==> config.mk <==
export PLATFORM = sky130hd
export DESIGN_NAME = instr_fetch_unit_flat
export DESIGN_NICKNAME = d
export VERILOG_FILES = /design/src/rtl/instr_fetch_unit_if.sv /design/src/rtl/instr_fetch_unit.sv /design/src/flat_wrapper.sv
export SDC_FILE = /design/constraint.sdc
export NUM_CORES = 1
export LEC_CHECK = 0
export ABC_AREA = 1
export BUFFER_PORTS_ARGS = -buffer_cell sky130_fd_sc_hd__buf_2
export CAP_MARGIN = 20
export CORE_UTILIZATION = 49
export DETAILED_ROUTE_END_ITERATION = 8
export PLACE_DENSITY = 0.77
export SLEW_MARGIN = 20
export SYNTH_ARGS = -nofsm -noshare
export SYNTH_HDL_FRONTEND = slang
export SYNTH_SLANG_ARGS = --single-unit
export TNS_END_PERCENT = 50
==> constraint.sdc <==
create_clock -name CLK -period 1.49 [get_ports CLK]
set_input_delay 0.0745 -clock CLK [delete_from_list [all_inputs] [get_ports CLK]]
set_output_delay 0.0745 -clock CLK [all_outputs]
set_load 0.1 [all_outputs]
==> src/rtl/instr_fetch_unit_if.sv <==
// Fetch-unit bundle: PC feedback, instruction-memory request/response,
// and the decode-side valid/ready head of the fetch buffer.
interface instr_fetch_unit_if #(
   parameter int XLEN = 32
);
   logic [XLEN-1:0] PC;
   logic [1:0]      PCSrc;
   logic            PCEn;
   logic            IMemReq;
   logic [XLEN-1:0] IMemAddr;
   logic            IMemGnt;
   logic            IMemRValid;
   logic [XLEN-1:0] IMemRData;
   logic            InstrValid;
   logic            InstrReady;
   logic [XLEN-1:0] Instr;
   logic [XLEN-1:0] InstrPC;
   logic [XLEN-1:0] InstrPCPlus4;

   modport master (
      input  PC, PCSrc, IMemGnt, IMemRValid, IMemRData, InstrReady,
      output PCEn, IMemReq, IMemAddr, InstrValid, Instr, InstrPC,
             InstrPCPlus4
   );

   modport slave (
      output PC, PCSrc, IMemGnt, IMemRValid, IMemRData, InstrReady,
      input  PCEn, IMemReq, IMemAddr, InstrValid, Instr, InstrPC,
             InstrPCPlus4
   );
endinterface

==> src/rtl/instr_fetch_unit.sv <==
// Fetch stage: one outstanding imem request, small FIFO of {instr, pc}
// toward decode, PC advance only on an accepted fetch or a redirect.
module instr_fetch_unit #(
   parameter int DEPTH = 2,
   parameter int XLEN  = 32
) (
   input logic                CLK,
   input logic                Reset,
   instr_fetch_unit_if.master bus
);
   localparam int AW = $clog2(DEPTH);
   localparam int CW = AW + 1;
   localparam logic [CW-1:0] DEPTH_C = CW'(DEPTH);

   typedef enum logic {IDLE, WAIT} state_t;

   typedef struct packed {
      logic [XLEN-1:0] instr;
      logic [XLEN-1:0] pc;
   } fb_entry_t;

   state_t          state_q;
   state_t          state_d;
   logic            drop_q;
   logic            drop_d;
   logic [XLEN-1:0] req_pc_q;
   logic [CW-1:0]   count_q;
   logic [AW-1:0]   rd_ptr_q;
   logic [AW-1:0]   wr_ptr_q;
   fb_entry_t       fb_q [DEPTH];

   logic          flush;
   logic          in_wait;
   logic          resp;
   logic          issue;
   logic          grant;
   logic          push;
   logic          pop;
   logic [CW-1:0] occupancy;

   assign flush     = bus.PCSrc != 2'b00;
   assign in_wait   = state_q == WAIT;
   assign resp      = in_wait && bus.IMemRValid;
   assign occupancy = count_q + CW'(in_wait);
   assign push      = resp && !drop_q && !flush;
   assign pop       = bus.InstrValid && bus.InstrReady && !flush;

   always_ff @(posedge CLK or negedge Reset) begin
      if (!Reset) begin
         state_q <= IDLE;
         drop_q  <= 1'b0;
      end else begin
         state_q <= state_d;
         drop_q  <= drop_d;
      end
   end

   // A flush with the response still in flight keeps us in WAIT
   // so that the wrong-path response is swallowed when it lands.
   always_comb begin
      state_d = state_q;
      drop_d  = drop_q;
      unique case (1'b1)
         flush: begin
            state_d = (in_wait && !bus.IMemRValid) ? WAIT : IDLE;
            drop_d  = in_wait && !bus.IMemRValid;
         end
         grant: begin
            state_d = WAIT;
            drop_d  = 1'b0;
         end
         (resp && !grant && !flush): begin
            state_d = IDLE;
            drop_d  = 1'b0;
         end
         default: ;
      endcase
   end

   always_comb begin
      issue = Reset && !flush && !drop_q
              && (occupancy < DEPTH_C)
              && (!in_wait || bus.IMemRValid);
      grant        = issue && bus.IMemGnt;
      bus.IMemReq  = issue;
      bus.PCEn     = Reset && (grant || flush);
   end

   assign bus.IMemAddr = bus.PC;

   always_ff @(posedge CLK or negedge Reset) begin
      if (!Reset) begin
         req_pc_q <= '0;
         count_q  <= '0;
         rd_ptr_q <= '0;
         wr_ptr_q <= '0;
         for (int i = 0; i < DEPTH; i++) begin
            fb_q[i] <= '0;
         end
      end else begin
         if (grant) begin
            req_pc_q <= bus.PC;
         end
         if (flush) begin
            count_q  <= '0;
            rd_ptr_q <= wr_ptr_q;
         end else begin
            if (push) begin
               fb_q[wr_ptr_q] <= '{instr: bus.IMemRData, pc: req_pc_q};
               wr_ptr_q       <= wr_ptr_q + AW'(1);
            end
            if (pop) begin
               rd_ptr_q <= rd_ptr_q + AW'(1);
            end
            if (push != pop) begin
               count_q <= push ? count_q + CW'(1) : count_q - CW'(1);
            end
         end
      end
   end

   assign bus.InstrValid   = count_q != '0;
   assign bus.Instr        = fb_q[rd_ptr_q].instr;
   assign bus.InstrPC      = fb_q[rd_ptr_q].pc;
   assign bus.InstrPCPlus4 = fb_q[rd_ptr_q].pc + XLEN'(4);
endmodule

==> src/flat_wrapper.sv <==
// flat-port wrapper written by rule: the top's interface ports become plain ports
module instr_fetch_unit_flat 
#(
   parameter int DEPTH = 2,
   parameter int XLEN  = 32
)
  (CLK, Reset, bus_PC, bus_PCSrc, bus_IMemGnt, bus_IMemRValid, bus_IMemRData, bus_InstrReady, bus_PCEn, bus_IMemReq, bus_IMemAddr, bus_InstrValid, bus_Instr, bus_InstrPC, bus_InstrPCPlus4);
  instr_fetch_unit_if #(.XLEN(XLEN)) bus_i ();
  input logic CLK;
  input logic Reset;
  input wire logic [$bits(bus_i.PC)-1:0] bus_PC;
  input wire logic [$bits(bus_i.PCSrc)-1:0] bus_PCSrc;
  input wire logic [$bits(bus_i.IMemGnt)-1:0] bus_IMemGnt;
  input wire logic [$bits(bus_i.IMemRValid)-1:0] bus_IMemRValid;
  input wire logic [$bits(bus_i.IMemRData)-1:0] bus_IMemRData;
  input wire logic [$bits(bus_i.InstrReady)-1:0] bus_InstrReady;
  output wire logic [$bits(bus_i.PCEn)-1:0] bus_PCEn;
  output wire logic [$bits(bus_i.IMemReq)-1:0] bus_IMemReq;
  output wire logic [$bits(bus_i.IMemAddr)-1:0] bus_IMemAddr;
  output wire logic [$bits(bus_i.InstrValid)-1:0] bus_InstrValid;
  output wire logic [$bits(bus_i.Instr)-1:0] bus_Instr;
  output wire logic [$bits(bus_i.InstrPC)-1:0] bus_InstrPC;
  output wire logic [$bits(bus_i.InstrPCPlus4)-1:0] bus_InstrPCPlus4;
  assign bus_i.PC = bus_PC;
  assign bus_i.PCSrc = bus_PCSrc;
  assign bus_i.IMemGnt = bus_IMemGnt;
  assign bus_i.IMemRValid = bus_IMemRValid;
  assign bus_i.IMemRData = bus_IMemRData;
  assign bus_i.InstrReady = bus_InstrReady;
  assign bus_PCEn = bus_i.PCEn;
  assign bus_IMemReq = bus_i.IMemReq;
  assign bus_IMemAddr = bus_i.IMemAddr;
  assign bus_InstrValid = bus_i.InstrValid;
  assign bus_Instr = bus_i.Instr;
  assign bus_InstrPC = bus_i.InstrPC;
  assign bus_InstrPCPlus4 = bus_i.InstrPCPlus4;
  instr_fetch_unit #(.DEPTH(DEPTH), .XLEN(XLEN)) u_core (.CLK(CLK), .Reset(Reset), .bus(bus_i));
endmodule
==> metrics.md, run 1 <==
| Metric | Value |
|---|---|
| Status | `complete, but fails checks` |
| Failing checks | `design-rule violations, negative setup slack` |
| TritonCTS Buffers | `17` |
| Vias in the first global route | `just under 9000` |
| Sequential power share | `0.238` |
| Pwr dens | `approximately 1700 nW/um2` |
| HP Class | `primary input to register` |
| Vias | `around 11000` |
| Flops & latches, synth | `roughly 170` |
| Crit start category | `register` |
| Relative slew slack | `0.524` |
| Crit path capture type | `output port` |
| RSZ-0062 raised after global routing | `true` |
| Worst vdd ir | `about 1.9 mV` |
| R2R depth | `10` |
| Nets | `1405` |
| Terminus of the critical flop-to-flop path | `u_core.fb_q[91]` |
| Critical Path RT | `about 1.4 ns` |
| Fillers | `between 300 and 400` |
| Leak Pwr | `about 7.6 nW` |
| Gate Count Post-Synth | `~990` |
| Placement Cell Area | `between 10000 and 15000 um2` |
| Post-Syn Nets | `approximately 1100` |
| Largest net degree at the start of global routing | `129` |
| Crit share post-route | `1.99` |
| Reg-to-reg slack, setup | `-0.81 ns` |
| Final max-slew violation count | `0` |
| Area growth syn-to-layout | `88.2%` |
| Wirelength per Cell | `around 34 um` |
| Initial DRC count | `2172` |
| TritonCTS sink count | `166` |
| Crit-path max FO | `9` |
| Clock Path Buffers | `2` |
| Clock network power share | `0.182` |
| GRT Util Overall | `0.355` |
| Reg2reg start | `u_core.drop_q` |
| Vias per cell | `a little under 7` |
| Dpl hpwl | `16900 um` |
| CP startpoint | `u_core.rd_ptr_q` |
| Core ar. | `16600 um2` |
| Final worst setup slack | `-1.48 ns` |
| Synth warnings | `0` |
| Sequential share of the synthesized area | `0.496` |
| Clock skew | `0.0150 ns` |
| Row cnt | `47` |
| Top FF cell, synth | `dfrtp_1` |
| CTS tree | `done` |
| Final instance area | `about 16000 um2` |
| Share of layout cells above drive strength 1 | `0.567` |
| Final Hold Fails | `0` |
| NetSw | `about 14 mW` |
| Syn avg cell area | `between 8 and 9 um2` |
| Number of I/O port buffers | `201` |
| Die area | `around 18000 um2` |
| Initial Utilization | `0.503` |
| First-pass GRT wire length | `between 40000 and 50000 um` |
| GP Congestion | `0.890` |
| Int Power | `13.6 mW` |
| Asr flop ratio synth | `1.00` |
| Total of max-cap violations | `0` |
| Initial DRT Pass Iterations | `9` |
| CTS root buf | `clkbuf_16` |
| Peak Freq | `between 300 and 400 MHz` |
| Mapped Area | `8370 um2` |
| Die Ht | `between 100 and 150 um` |
| Routed Antenna Nets | `0` |
| Clock-pin slew on the worst setup and hold paths | `roughly 0.07 ns` |
| Number of I/O pins | `slightly above 200` |
| Crit Path Class | `register to output port` |
| Setup crit end | `bus_InstrPCPlus4[29]` |
| Synth cell types | `28` |
| Final core utilization | `0.947` |
| DIE WIDTH | `133 um` |
| Worst skew pair latency | `approximately 0.46 ns` |
| DRC violations left | `25` |
| Fin Hold WS | `approximately 0.12 ns` |
| Final setup violation count | `around 270` |
| Final min period | `2.97 ns` |
| Post-synth EDFFs | `0` |
| WL final | `around 53000 um` |
| Antenna violations before repair | `5` |
| Total global routing overflow | `0` |
| Sw frac | `0.502` |
| Worst endpoint data arrival time | `around 2.9 ns` |
| Combinational share of power | `0.581` |
| H-tree depth | `4` |
| Measured slew at the worst slew-check pin | `0.714 ns` |
[area by class of cell]
class	count	area, um2	share of cell area
diodes	3	7.51	0.000476
clock buffers	18	439	0.0279
clock inverters	14	186	0.0118
inverters	99	383	0.0243
multi-input cells	645	5380	0.341
flip-flops and latches	166	4160	0.264
well taps	220	275	0.0175
repair buffers	404	4930	0.313
[layout by cell type (no fill, tap or decap), drive strengths merged]
cell type,count
xor2,12
clkbuf,36
a21oi,3
a21boi,1
nor3,1
nand4,1
bufinv,3
inv,105
clkinvlp,4
nand3b,1
o21ai,108
nand3,15
mux2,63
ha,1
dlygate4sd3,65
nor2,55
nand2,377
buf,321
nor4,1
diode,3
dfrtp,166
clkinv,1
xnor2,5
a211oi,1
[state kept, by name, summed over array words and instances (netlist names)]
register / flops
u_core.wr_ptr_q: 1
u_core.req_pc_q: 32
u_core.rd_ptr_q: 1
u_core.drop_q: 1
u_core.fb_q: 128
u_core.count_q: 2
u_core.in_wait: 1
[worst max-delay path: stages (launching register included)]
cell	delay (ns)
dfrtp_4	0.53
inv_6	0.13
buf_12	0.16
nand2_1	0.10
nand2_2	0.14
nand2_1	0.28
nor2_2	0.31
nand2_1	0.19
nor2_4	0.17
nand2_2	0.09
nand2_4	0.11
nand2_8	0.06
buf_12	0.16
[cell families (layout without fill, tap and decap cells)]
logic type | after synthesis | count (layout) | synth area share
AOI/OAI and AO/OA | 113 | 113 | 0.0695
xor gates and xnor gates | 17 | 17 | 0.0178
adders and majority gates | 1 | 1 | 0.00149
buffers and inverters | 174 | 535 | 0.107
DFF | 166 | 166 | 0.496
muxes | 63 | 63 | 0.0847
other | 0 | 3 | 0
and+or+nand+nor | 451 | 451 | 0.223
[synth_stat cells, types with 3 or more instances]
cell / number / area, um2
xnor2_1: 5 / 43.8
nor2_4: 3 / 33.8
nand2_1: 348 / 1310
dfrtp_1: 166 / 4150
nand2_2: 26 / 163
buf_4: 41 / 308
nand2_4: 3 / 33.8
inv_1: 99 / 372
buf_2: 9 / 45.0
nor2_1: 43 / 161
o21ai_1: 4 / 20.0
clkbuf_1: 15 / 56.3
nor2_2: 9 / 56.3
nand3_1: 15 / 75.1
mux2_2: 63 / 709
xor2_1: 12 / 105
o21ai_0: 103 / 515
a21oi_1: 3 / 15.0
buf_6: 9 / 101
[power by group through the flow]
stage / registers (mW) / logic [mW] / clock network (mW)
global route: 6.41 / 16.1 / 5.07
floorplan: 5.81 / 8.92 / 0
global placement: 5.94 / 12.8 / 0
detailed placement: 5.99 / 12.9 / 0
finish: 6.47 / 15.8 / 4.95
CTS: 5.97 / 13.7 / 4.70
[per-stage QoR]
stage	instances	TNS (ns)	power (mW)	setup slack, ns
3_3_place_gp	1409	-18.73	18.7	-0.575
4_1_cts	1525	-56.60	24.4	-0.934
3_5_place_dp	1409	-20.72	18.9	-0.618
6_report	1569	-135.99	27.3	-1.48
5_1_grt	1568	-147.33	27.5	-1.54
2_1_floorplan	985	-41.08	14.7	-1.78
[repair_timing]
action                                 4_1_cts  5_1_grt
pin swaps                                   25       49
gates cloned                                 1       27
gates resized for setup                    143      271
setup endpoints to repair                  178      264
endpoints found under the hold margin      263        0
buffers inserted                            18       15
hold buffers                                65        0
[worst min path at each step]
stage	start	to	slack, ns	depth (start not counted)
global placement	Reset	u_core.drop_q	0.23	2
floorplan	Reset	u_core.count_q[0]	-0.22	0
detailed placement	Reset	u_core.wr_ptr_q	0.23	2
CTS	bus_PC[17]	u_core.req_pc_q[17]	0.02	3
global route	bus_PCSrc[0]	u_core.count_q[1]	0.12	5
finish	bus_PC[17]	u_core.req_pc_q[17]	0.12	3
[routing by layer]
layer / routed length (um) / vias to the layer above / share of wire / GRT usage
li1: - / 3733 / - / -
met1: 15200 / 4959 / 0.29 / 0.413
met2: 22100 / 1425 / 0.42 / 0.640
met3: 8420 / 714 / 0.16 / 0.0617
met4: 7330 / 4 / 0.14 / 0.158
met5: 87 / - / 0.0016 / 0
(Power assumes the default switching activity.)
==> inputs of run 2 (changes only) <==
--- a/config.mk
+++ b/config.mk
@@ -5,7 +5,6 @@
 export SDC_FILE = /design/constraint.sdc
 export NUM_CORES = 1
 export LEC_CHECK = 0
-export ABC_AREA = 1
 export BUFFER_PORTS_ARGS = -buffer_cell sky130_fd_sc_hd__buf_2
 export CAP_MARGIN = 20
 export CORE_UTILIZATION = 49
==> metrics.md, run 2 <==
| Metric | Value |
|---|---|
| Mapped Area | `8120 um2 (-3.0%)` |
| TritonCTS Buffers | `17 (unchanged)` |
| Die Ht | `131 um (-1.5%)` |
| Terminus of the critical flop-to-flop path | `u_core.req_pc_q[3]` |
| Nets | `1057 (-25%)` |
| Gate Count Post-Synth | `597 (-39%)` |
| Vias | `6692 (-38%)` |
| Final max-slew violation count | `0 (unchanged)` |
| Reg2reg start | `u_core.count_q[0]` |
| Measured slew at the worst slew-check pin | `0.781 ns (+0.0675 ns)` |
| Crit share post-route | `1.97 (-0.0189)` |
| Routed Antenna Nets | `0 (unchanged)` |
| Sequential share of the synthesized area | `0.511 (+0.0153)` |
| Share of layout cells above drive strength 1 | `0.693 (+0.126)` |
| Crit-path max FO | `5 (-4)` |
| Reg-to-reg slack, setup | `-0.43 ns (+0.38 ns)` |
| DRC violations left | `0 (-100%)` |
| Clock-pin slew on the worst setup and hold paths | `0.07 ns (about the same)` |
| Core ar. | `16100 um2 (-3.5%)` |
| Area growth syn-to-layout | `78.7%` |
| Critical Path RT | `1.42 ns (about the same)` |
| Largest net degree at the start of global routing | `84 (-35%)` |
| Top FF cell, synth | `dfrtp_1` |
| Total of max-cap violations | `0 (unchanged)` |
| Top cells by area, synth | `dfrtp_1 (51%), mux2_2 (28%), buf_4 (3.2%)` |
| Status | `complete, but fails checks` |
| Worst Hold Depth | `4 (+1)` |
| Final min period | `2.94 ns (-0.0281 ns)` |
| Synth top cells by count | `mux2_2 (204), dfrtp_1 (166), buf_4 (35), nand2_1 (20), xnor2_1 (16)` |
| Count leader, synth | `mux2_2` |
| Vias in the first global route | `7444 (-16%)` |
| Syn avg cell area | `13.6 um2 (+60%)` |
| Crit Path Class | `register to output port` |
| Synth top area share | `0.511 (+0.0153)` |
| Number of I/O pins | `202 (unchanged)` |
| WL final | `28900 um (-46%)` |
| Final core utilization | `0.904 (-0.0431)` |
| Placement Cell Area | `12100 um2 (-1.8%)` |
| R2R depth | `8 (-2)` |
| Vias per cell | `5.52 (-20%)` |
| Row cnt | `46 (-2.1%)` |
| Antenna violations before repair | `0 (-5)` |
| Hold Path Origin | `bus_PCSrc[0]` |
| Power, Total | `22.2 mW (-18%)` |
| Synth cell types | `50 (+79%)` |
| Pwr dens | `1530 nW/um2 (-11%)` |
| Final Hold Fails | `0 (unchanged)` |
| Final instance area | `14500 um2 (-7.9%)` |
| First-pass GRT wire length | `41100 um (-14%)` |
| Fin Hold WS | `0.0492 ns (-0.0686 ns)` |
| Clock Path Buffers | `2 (unchanged)` |
| Relative slew slack | `0.479 (-0.0450)` |
| Worst endpoint data arrival time | `2.87 ns (-0.02 ns)` |
| GP Congestion | `0.876 (-1.6%)` |
| Leak Pwr | `7.02 nW (-7.1%)` |
| # diodes | `0 (-3)` |
| Biggest register | `u_core.fb_q` |
| HP Class | `primary input to register` |
| Worst Hold End | `u_core.wr_ptr_q` |
| CTS root buf | `clkbuf_16` |
| Crit path capture type | `output port` |
| Multi-input logic area | `4650 um2 (-14%)` |
| Total global routing overflow | `0 (unchanged)` |
| Final setup violation count | `261 (-1.5%)` |
| CTS tree | `done` |
| DIE WIDTH | `131 um (-1.5%)` |
| TritonCTS sink count | `166 (unchanged)` |
| Area leader, netlist | `dfrtp_1` |
| Die area | `17100 um2 (-2.9%)` |
| Dpl hpwl | `15300 um (-9.9%)` |
| Worst skew pair latency | `0.44 ns (-0.02 ns)` |
| Peak Freq | `340 MHz (+0.96%)` |
| Initial Utilization | `0.506 (+0.00272)` |
| Wirelength per Cell | `23.8 um (-30%)` |
| Final worst setup slack | `-1.45 ns (+0.0281 ns)` |
| Initial DRT Pass Iterations | `4 (-5)` |
| Top flop regs | `u_core.fb_q: 128 flops, u_core.req_pc_q: 32 flops, u_core.count_q: 2 flops` |
| Flops & latches, synth | `166 (unchanged)` |
| Asr flop ratio synth | `1.00 (unchanged)` |
| Post-Syn Nets | `669 (-37%)` |
| Failing checks | `negative setup slack` |
| Worst vdd ir | `1.21 mV (-35%)` |
| Fillers | `540 (+44%)` |
| GRT Util Overall | `0.328 (-0.0269)` |
| Pre-CTS WS | `-0.998 ns (-0.381 ns)` |
| Crit start category | `register` |
| Largest register FFs | `128 (unchanged)` |
| Post-synth EDFFs | `0 (unchanged)` |
| Sequential cell area | `4160 um2 (unchanged)` |
| Clock skew | `0.0128 ns (-0.00217 ns)` |
| RSZ-0062 raised after global routing | `true` |
| Number of I/O port buffers | `201 (unchanged)` |
| Commonest cells after routing, fill and taps aside | `dfrtp_1 (165), mux2_2 (145), buf_2 (102)` |
| Initial DRC count | `430 (-80%)` |
| Synth warnings | `0 (unchanged)` |
| H-tree depth | `4 (unchanged)` |
| Commonest non-fill, non-tap cell in the layout | `dfrtp_1` |
run 2: cell count changes in the layout (fill, tap and decap cells not counted), sizes merged, moves of 13 or more:
cell / change
nand2: -357
mux2: +151
o21ai: -105
inv: -93
nor2: -40
buf: +36
clkbuf: -13
run 2: per-stage QoR:
stage / cells / TNS, ns
floorplan: 597 / -95.07
global placement: 1074 / -36.32
detailed placement: 1074 / -45.88
CTS: 1195 / -88.79
global route: 1213 / -129.45
finish: 1213 / -113.99
run 2: routing by layer:
layer | global-route usage | part of all wire | up-vias
met2 | 0.601 | 0.55 | 299
met5 | 0 | 0 | -
met1 | 0.348 | 0.35 | 3453
met4 | 0.166 | 0.044 | 0
met3 | 0.0835 | 0.061 | 88
li1 | - | - | 2852
run 2: worst max-delay path by stage:
| stage | startpoint | cells after the start | slack, ns | to |
|---|---|---|---|---|
| 2_1_floorplan | u_core.rd_ptr_q | 14 | -2.71 | bus_InstrPCPlus4[18] |
| 3_3_place_gp | u_core.rd_ptr_q | 10 | -0.90 | bus_InstrPCPlus4[28] |
| 3_5_place_dp | u_core.rd_ptr_q | 11 | -1.0 | bus_InstrPCPlus4[24] |
| 4_1_cts | u_core.rd_ptr_q | 11 | -1.36 | bus_InstrPCPlus4[24] |
| 5_1_grt | u_core.rd_ptr_q | 11 | -1.52 | bus_InstrPCPlus4[24] |
| 6_report | u_core.rd_ptr_q | 11 | -1.45 | bus_InstrPCPlus4[24] |
run 2: layout make-up:
type,count,area share
Tap cell,216,0.0186
Inverter,10,0.00379
Timing Repair Buffer,429,0.328
Sequential cell,166,0.286
Clock inverter,12,0.0116
Clock buffer,19,0.0312
Multi-Input combinational cell,361,0.320
run 2: power breakdown:
group          switching [mW]  total, mW  internal, mW  leakage, nW
sequential              0.733       6.00          5.26         2.21
combinational            6.75       11.5          4.78         4.52
clock                    1.97       4.72          2.75        0.295
total                    9.45       22.2          12.8         7.02
run 2: cell families after synthesis:
| group | after synthesis | synth area share |
|---|---|---|
| flip-flops | 166 | 0.511 |
| AND/OR/NAND/NOR | 79 | 0.0621 |
| AO/OA/AOI/OAI | 25 | 0.0263 |
| buffers and inverters | 70 | 0.0550 |
| adder cells (fa/ha/maj) | 1 | 0.00154 |
| XOR/XNOR | 31 | 0.0334 |
| multiplexers | 225 | 0.310 |
run 2: critical path, cell delays in order (launching register included):
cell and delay (ns):
dfrtp_4 0.54, mux2i_4 0.22, clkinvlp_4 0.11, ha_4 0.15, nand4_1 0.14, a22oi_2 0.25
nand4_2 0.13, buf_6 0.16, nor3b_2 0.18, buf_4 0.17, xor2_4 0.17, buf_12 0.20
run 2: repair_timing:
action	in CTS	in global routing
hold buffers	68	0
pin swaps	27	19
resized for setup	130	39
endpoints found under the setup margin	254	324
hold endpoints to repair	203	0
buffers inserted	22	17
cloned	4	6
